`src/rtl/btn_conditioner.sv`:
```
// Four-channel push-button conditioner: 2-flop sync, per-channel debounce, press/release pulses.
// Optional long-press detector is compiled in with `define BTN_LONG_PRESS_EN.
module btn_chan #(
  parameter int DEBOUNCE_CYCLES = 16,
  parameter int LONG_CYCLES     = 1000
) (
  input  logic clk,
  input  logic rst,
  input  logic btn_i,
  output logic level_o,
  output logic press_o,
  output logic release_o,
  output logic long_o
);
  localparam int CW = (DEBOUNCE_CYCLES > 1) ? $clog2(DEBOUNCE_CYCLES) : 1;

  logic          sync1_q, sync2_q;
  logic [CW-1:0] cnt_q, cnt_d;
  logic          lvl_q, lvl_d, prs_q, prs_d, rel_q, rel_d;

  always_comb begin
    cnt_d = cnt_q;
    lvl_d = lvl_q;
    prs_d = 1'b0;
    rel_d = 1'b0;
    if (sync2_q == lvl_q) begin
      cnt_d = '0;
    end else if (cnt_q == CW'(DEBOUNCE_CYCLES - 1)) begin
      lvl_d = sync2_q;
      cnt_d = '0;
      prs_d = sync2_q;
      rel_d = ~sync2_q;
    end else begin
      cnt_d = cnt_q + CW'(1);
    end
  end

  always_ff @(posedge clk) begin
    if (rst) begin
      sync1_q <= 1'b0;
      sync2_q <= 1'b0;
      cnt_q   <= '0;
      lvl_q   <= 1'b0;
      prs_q   <= 1'b0;
      rel_q   <= 1'b0;
    end else begin
      sync1_q <= btn_i;
      sync2_q <= sync1_q;
      cnt_q   <= cnt_d;
      lvl_q   <= lvl_d;
      prs_q   <= prs_d;
      rel_q   <= rel_d;
    end
  end

  assign level_o   = lvl_q;
  assign press_o   = prs_q;
  assign release_o = rel_q;

`ifdef BTN_LONG_PRESS_EN
  localparam int HW = $clog2(LONG_CYCLES + 1);

  logic [HW-1:0] hold_q, hold_d;
  logic          long_q, long_d;

  // Saturating at LONG_CYCLES guarantees a single pulse per press.
  always_comb begin
    hold_d = hold_q;
    long_d = 1'b0;
    if (!lvl_q) begin
      hold_d = '0;
    end else if (hold_q != HW'(LONG_CYCLES)) begin
      hold_d = hold_q + HW'(1);
      long_d = (hold_q == HW'(LONG_CYCLES - 1));
    end
  end

  always_ff @(posedge clk) begin
    if (rst) begin
      hold_q <= '0;
      long_q <= 1'b0;
    end else begin
      hold_q <= hold_d;
      long_q <= long_d;
    end
  end

  assign long_o = long_q;
`else
  assign long_o = 1'b0;
`endif
endmodule

module btn_conditioner #(
  parameter int N_BTN           = 4,
  parameter int DEBOUNCE_CYCLES = 16,
  parameter int LONG_CYCLES     = 1000
) (
  input  logic             clk,
  input  logic             rst,
  input  logic [N_BTN-1:0] btn_in,
  output logic [N_BTN-1:0] btn_level,
  output logic [N_BTN-1:0] btn_press,
  output logic [N_BTN-1:0] btn_release,
  output logic [N_BTN-1:0] btn_long
);
  if (DEBOUNCE_CYCLES < 2 || DEBOUNCE_CYCLES > 65535 || LONG_CYCLES < 1) begin : g_bad_param
    $error("btn_conditioner: illegal DEBOUNCE_CYCLES or LONG_CYCLES");
  end

  for (genvar i = 0; i < N_BTN; i++) begin : g_chan
    btn_chan #(
      .DEBOUNCE_CYCLES(DEBOUNCE_CYCLES),
      .LONG_CYCLES    (LONG_CYCLES)
    ) u_chan (
      .clk      (clk),
      .rst      (rst),
      .btn_i    (btn_in[i]),
      .level_o  (btn_level[i]),
      .press_o  (btn_press[i]),
      .release_o(btn_release[i]),
      .long_o   (btn_long[i])
    );
  end
endmodule
```
`config.mk`:
```
export PLATFORM = sky130hd
export DESIGN_NAME = btn_conditioner
export DESIGN_NICKNAME = d
export VERILOG_FILES = /design/src/rtl/btn_conditioner.sv
export SDC_FILE = /design/constraint.sdc
export NUM_CORES = 1
export LEC_CHECK = 0
export BUFFER_PORTS_ARGS = -buffer_cell sky130_fd_sc_hd__clkbuf_2
export CAP_MARGIN = 5
export CORE_MARGIN = 1
export CORE_UTILIZATION = 35
export DETAILED_ROUTE_END_ITERATION = 12
export GPL_TIMING_DRIVEN = 1
export SYNTH_ARGS = -nofsm -noshare
export SYNTH_HDL_FRONTEND = slang
export SYNTH_SLANG_ARGS = --single-unit
```
`constraint.sdc`:
```
create_clock -name clk -period 3 [get_ports clk]
set_input_delay 0.15 -clock clk [delete_from_list [all_inputs] [get_ports clk]]
set_output_delay 0.15 -clock clk [all_outputs]
set_load 0.1 [all_outputs]
```
==> summary.txt, run 1 <==
STA
  • Hold_ws: 68.3 ps
  • Worst-case clock skew: 1.63 ps
  • Final WS setup: 1650 ps
  • Setup TNS: 0 ps
  • Slew headroom: 63.9%
  • Unrepaired setup endpoints after global routing: false
  • Fmax: 739 MHz
  • Max-slew violations: 0
  • Final period util: 45.1%
  • Post-route minimum period: 1350 ps
  • Hold violation count in the final report: 0
  • Setup violations, final: 0
  • Slew @ Worst Pin: 543 ps

Worst setup path
  • WP data required: 2850 ps
  • CP Capture Type: output port
  • Crit path kind: flip-flop to output port
  • WP buf/inv: 1
  • Worst path top cell family by delay: buffers and inverters
  • R2r setup slk: 1700 ps
  • Slowest stage delay, CP: 490 ps
  • Crit path DAT: 1200 ps
  • CP Depth: 1
  • Worst-path cell chain: clkbuf_2
  • Slowest stage cell, crit path: clkbuf_2
  • CP startpoint kind: flip-flop
  • Reg-to-reg critical path endpoint: g_chan[1].u_chan.cnt_q[3]
  • Crit-path max FO: 5
  • R2r startpoint: g_chan[1].u_chan.cnt_q[0]
  • Logic depth of the worst register-to-register path: 4

Power and ir drop
  • Part of the power in the clock network: 39.3%
  • Tot Pwr: 870 uW
  • NetSw: 190 uW
  • P_leak: 0.000648 uW
  • Flop pwr share: 56.2%
  • PD cells: 600 mW/mm2
  • Worst VDD drop: 208 uV
  • Cell-internal power: 680 uW
  • Combinational share of power: 4.5%
  • Net Sw Frac: 21.9%

Global route
  • Initial antenna violation count: 0
  • Total gr overflow: 0
  • Number of global-route vias before repair: 779
  • Largest net degree at the start of global routing: 24
  • GRT Total Usage: 10.8%
  • First-pass GRT wire length: 3210 um

Logic synthesis
  • Asr flop ratio synth: 0%
  • Synth Flop Type: dfxtp_1
  • Cell variety after synth: 16
  • Top-count cell post-synth: dfxtp_1
  • Cell types occupying the most area after synthesis: dfxtp_1 (54%), buf_4 (9.0%), xor2_1 (5.9%)
  • Synth area leader: dfxtp_1
  • Syn Area/Cell: 10.4 um2
  • Top cells by count, synth: dfxtp_1 (36), nor2_1 (17), buf_4 (16)
  • Synth Warn #: 0
  • Synthesized area: 0.00133 mm2
  • Synthesized flop and latch total: 36
  • Sequential element share of the synthesized area: 54.1%
  • Mapped Cells: 128
  • Top-area cell type share of the netlist area: 54.1%
  • Number of synthesized flops with an enable pin: 0

Die
  • Chip width: 63.7 um
  • Core ar.: 0.00366 mm2
  • Die footprint: 0.00405 mm2
  • Row count: 22
  • Die Ht: 63.7 um
  • Num ports: 22
  • Initial Util: 36.4%

Detailed routing
  • DR WL/cell: 9.79 um
  • Antenna Nets Post-Route: 0
  • Residual DRC count: 0
  • Via Count: 808
  • Vias per cell: 4.34
  • DRT iter0 DRCs: 18
  • Final WL: 1820 um
  • Pre-antenna DRT Iters: 4

Cells and area
  • FILL cells: 360
  • Share of cells above drive strength 1: 16.7%
  • Number of nets in the layout: 147
  • Diodes inserted: 0
  • Fin area: 0.00145 mm2
  • Synth-to-Final Area Change: 8.93%

Clock network
  • Num Clock Sinks: 36
  • Total CTS buffers: 5
  • TritonCTS clock tree: done
  • Clock transition time at the flip-flop clock pins of the worst setup and hold paths: 60 ps
  • H-tree levels: 2
  • Post-CTS setup buffer count: 0
  • Root Buffer: clkbuf_8
  • # resized after CTS: 0
  • Hold-fix buffers, CTS: 0
  • Clock Latency Late Sink: 280 ps
  • CTS max path bufs: 2

Hold path
  • Hold path endpoint: g_chan[1].u_chan.sync1_q
  • Hold Path Class: input pin to flip-flop
  • Hold Crit Depth: 2
  • Hold path startpoint: btn_in[1]

Flow run
  • Max cap viols: 0

Status
  • Status: completed

Placement
  • DP Area: 0.00136 mm2
  • PortBufs: 17
  • Place WS: 1700 ps
  • GP Congestion: 0.675
  • HPWL Detailed: 1310 um
metrics by stage:
| stage | utilization [%] | std cells |
|---|---|---|
| floorplan | - | 131 |
| global placement | 37.1 | 178 |
| detailed placement | 37.1 | 178 |
| CTS | 39.6 | 186 |
| global route | 39.6 | 186 |
| finish | 39.6 | 186 |
routing by layer:
layer / global-route usage (%) / routed length [um] / vias up
met1: 10.9 / 842 / 363
met2: 17.2 / 835 / 22
met3: 4.35 / 83 / 7
li1: - / - / 416
met5: 0 / 0 / -
met4: 9.38 / 59 / 0
flip-flops by register name (all words and copies together), names as in the netlist:
signal,count
g_chan.u_chan.sync2_q,4
g_chan.u_chan.cnt_q,16
g_chan.u_chan.press_o,4
g_chan.u_chan.sync1_q,4
g_chan.u_chan.level_o,4
g_chan.u_chan.release_o,4
final cells by class:
type                    count  area [um2]  area share [%]
flip-flops and latches     36         721            49.7
multi-input cells          72         475            32.8
clock buffers               8        90.1            6.21
repair buffers             17        85.1            5.87
well taps                  48        60.1            4.14
inverters                   5        18.8            1.29
how the worst max path moves through the flow:
stage | endpoint | slack (ps) | from
2_1_floorplan | g_chan[1].u_chan.cnt_q[3] | 1800 | g_chan[1].u_chan.cnt_q[0]
3_3_place_gp | g_chan[1].u_chan.cnt_q[3] | 1770 | g_chan[1].u_chan.cnt_q[0]
3_5_place_dp | g_chan[1].u_chan.cnt_q[3] | 1700 | g_chan[1].u_chan.cnt_q[0]
4_1_cts | btn_level[0] | 1630 | g_chan[0].u_chan.level_o
5_1_grt | btn_level[0] | 1600 | g_chan[0].u_chan.level_o
6_report | btn_level[0] | 1650 | g_chan[0].u_chan.level_o
kinds of logic after synthesis:
kind of cell               Yosys count  synth area share, %
muxes                                4                 3.01
and+or+nand+nor                     48                 19.9
DFF                                 36                 54.1
buffers and inverters               23                 11.0
other                                1                0.282
adders and majority gates            4                 3.76
xor gates and xnor gates            12                 7.90
worst register-to-register path: stages (launching register included):
cell     delay [ps]
dfxtp_1         330
ha_1            230
nand3_1         160
or3b_1          410
nor2_1          110
placed cells by master, fill, tap and decap left out, drive strengths merged:
master and n:
and3 2, clkbuf 25, conb 4, dfxtp 36
ha 4, inv 5, mux2i 4, nand3 11
nor2 17, nor2b 8, nor3 1, nor4b 8
or3b 1, xnor2 3, xor2 9
power by group through the flow:
stage / sequential, uW / combinational, uW / clock, uW
2_1_floorplan: 498 / 38.2 / 0
3_3_place_gp: 499 / 39.1 / 0
3_5_place_dp: 500 / 39.7 / 0
4_1_cts: 489 / 39.8 / 357
5_1_grt: 489 / 42.4 / 382
6_report: 489 / 39.4 / 342
Note: power is estimated with default switching activity, not from simulation.
==> run 2, diff against run 1 <==
Clock period 3 ns to 1.18 ns, I/O delays scaled along.
==> summary.txt, run 2 (synthesis results as in run 1) <==
Status
  • Status: finished, violations left
  • Failing checks: negative hold slack

STA
  • Setup TNS: 0 ps (unchanged)
  • Final WS setup: 32.5 ps (-1610 ps)
  • Fmax: 871 MHz
  • Setup violations, final: 0 (unchanged)
  • Hold violation count in the final report: 1 (+1)
  • Post-route minimum period: 1150 ps
  • Hold_ws: -6.88 ps (-75.1 ps)
  • Worst-case clock skew: 3.86 ps (+2.23 ps)
  • Max-slew violations: 0 (unchanged)
  • Final period util: 97.2%

Die
  • Core ar.: 0.00366 mm2 (unchanged)
  • Die Ht: 63.7 um (unchanged)
  • Die footprint: 0.00405 mm2 (unchanged)
  • Chip width: 63.7 um (unchanged)
  • Row count: 22 (unchanged)
  • Initial Util: 36.4% (unchanged)
  • Num ports: 22 (unchanged)

Placement
  • HPWL Detailed: 1430 um (+9.5%)
  • PortBufs: 17 (unchanged)
  • GP Congestion: 0.630 (-6.6%)
  • Place WS: -30.0 ps (-1730 ps)

Power and ir drop
  • Tot Pwr: 2860 uW (+230%)
  • Worst VDD drop: 771 uV (+270%)
  • P_leak: 0.000732 uW (+13%)
  • PD cells: 1670 mW/mm2 (+180%)

Cells and area
  • Number of nets in the layout: 154 (+4.8%)
  • Biggest register: g_chan.u_chan.cnt_q
  • Commonest cells after routing, fill and taps aside: dfxtp_1 (35), nor2_1 (16), buf_4 (13)
  • Max reg flops: 16 (unchanged)
  • Most common cell after layout, fill and taps aside: dfxtp_1
  • Synth-to-Final Area Change: 28.2%
  • Diodes inserted: 0 (unchanged)
  • Share of cells above drive strength 1: 28.3% (+12 points)
  • FILL cells: 331 (-8.1%)

Worst setup path
  • WP data required: 1410 ps (-1440 ps)
  • Crit-path max FO: 3 (-2)
  • CP Depth: 4 (+3)
  • Worst path top cell family by delay: simple AND/OR/NAND/NOR gates
  • Worst-path cell chain: ha_2 -> nand3_2 -> or3b_4 -> nor2_2
  • R2r setup slk: 30 ps (-1670 ps)
  • Logic depth of the worst register-to-register path: 4 (unchanged)
  • Slowest stage delay, CP: 390 ps (-100 ps)
  • Slowest stage cell, crit path: or3b_4
  • Crit path kind: flip-flop to flip-flop
  • Crit path DAT: 1380 ps (+180 ps)
  • WP buf/inv: 0 (-1)
  • CP startpoint kind: flip-flop
  • CP Capture Type: flip-flop

Detailed routing
  • Final WL: 2020 um (+11%)
  • Pre-antenna DRT Iters: 4 (unchanged)
  • DRT iter0 DRCs: 26 (+8)
  • Vias per cell: 4.38 (+0.79%)
  • Residual DRC count: 0 (unchanged)
  • Antenna Nets Post-Route: 0 (unchanged)
  • Via Count: 845 (+4.6%)
  • DR WL/cell: 10.5 um (+7.0%)

Global route
  • Largest net degree at the start of global routing: 19 (-21%)
  • Number of global-route vias before repair: 854 (+9.6%)
  • GRT Total Usage: 12.0% (+1.2 points)
  • Total gr overflow: 0 (unchanged)
  • First-pass GRT wire length: 3530 um (+9.9%)
  • Initial antenna violation count: 0 (unchanged)

Clock network
  • Num Clock Sinks: 36 (unchanged)
  • TritonCTS clock tree: done
  • Clock Latency Late Sink: 290 ps (about the same)
  • Root Buffer: clkbuf_8
  • H-tree levels: 2 (unchanged)
  • CTS max path bufs: 2 (unchanged)
  • Clock transition time at the flip-flop clock pins of the worst setup and hold paths: 70 ps (about the same)
  • Total CTS buffers: 5 (unchanged)

Flow run
  • Max cap viols: 0 (unchanged)

Hold path
  • Hold Crit Depth: 2 (unchanged)
  • Hold Path Class: input pin to flip-flop
## run 2: cell count changes in the layout (fill, tap and decap cells not counted), moves of 2 or more
cell,before,now
buf_12,0,4
buf_4,0,13
bufinv_16,0,3
clkbuf_1,2,0
clkbuf_2,17,5
dlygate4sd3_1,0,2
nand3_1,11,9
nand3_2,0,2
nor4b_1,8,3
nor4b_2,0,5
## run 2: cell type report
type / instances / area (um2) / share of cell area (%)
sequential: 36 / 722 / 42.3
multi-input combinational: 72 / 524 / 30.7
timing repair buffer: 24 / 223 / 13.0
clock inverter: 3 / 90.1 / 5.28
clock buffer: 5 / 68.8 / 4.03
tap: 48 / 60.1 / 3.52
inverter: 5 / 18.8 / 1.10
## run 2: layer usage
layer / global-route usage [%] / vias to the layer above / wire (um)
met5: 0 / - / 0
met4: 11.9 / 0 / 81
li1: - / 427 / -
met3: 4.35 / 7 / 117
met2: 19.8 / 20 / 995
met1: 11.2 / 391 / 827
## run 2: metrics by stage
stage          cells  cell area [um2]  util (%)
2_1_floorplan    131             1350         -
3_3_place_gp     182             1480      40.4
3_5_place_dp     182             1480      40.4
4_1_cts          192             1670      45.5
5_1_grt          193             1710      46.6
6_report         193             1710      46.6
## run 2: worst paths after layout
kind / startpoint / to
worst max-delay path: g_chan[1].u_chan.cnt_q[1] / g_chan[1].u_chan.cnt_q[3]
worst min-delay path: btn_in[1] / g_chan[1].u_chan.sync1_q
worst max register to register: g_chan[1].u_chan.cnt_q[1] / g_chan[1].u_chan.cnt_q[3]
worst min register to register: g_chan[2].u_chan.cnt_q[0] / g_chan[2].u_chan.cnt_q[0]
## run 2: repair_timing
| item | in CTS | in global routing |
|---|---|---|
| endpoints found under the setup margin | 4 | 6 |
| endpoints found under the hold margin | 2 | 0 |
| hold buffers | 2 | 0 |
| buffers inserted | 0 | 1 |
| resized for setup | 3 | 6 |
## run 2: worst register-to-register path: cells and delay by family, from the launching register on
| kind | cells | cell delay [ps] |
|---|---|---|
| AND/OR/NAND/NOR | 3 | 580 |
| flip-flops | 1 | 320 |
| adder cells (fa/ha/maj) | 1 | 190 |
## run 2: where the power goes
part           leakage [uW]  internal (uW)  switching, uW
Sequential         0.000292           1230           10.8
Combinational      0.000361           31.2           85.0
Clock             0.0000784           1060            440
Total              0.000732           2320            536
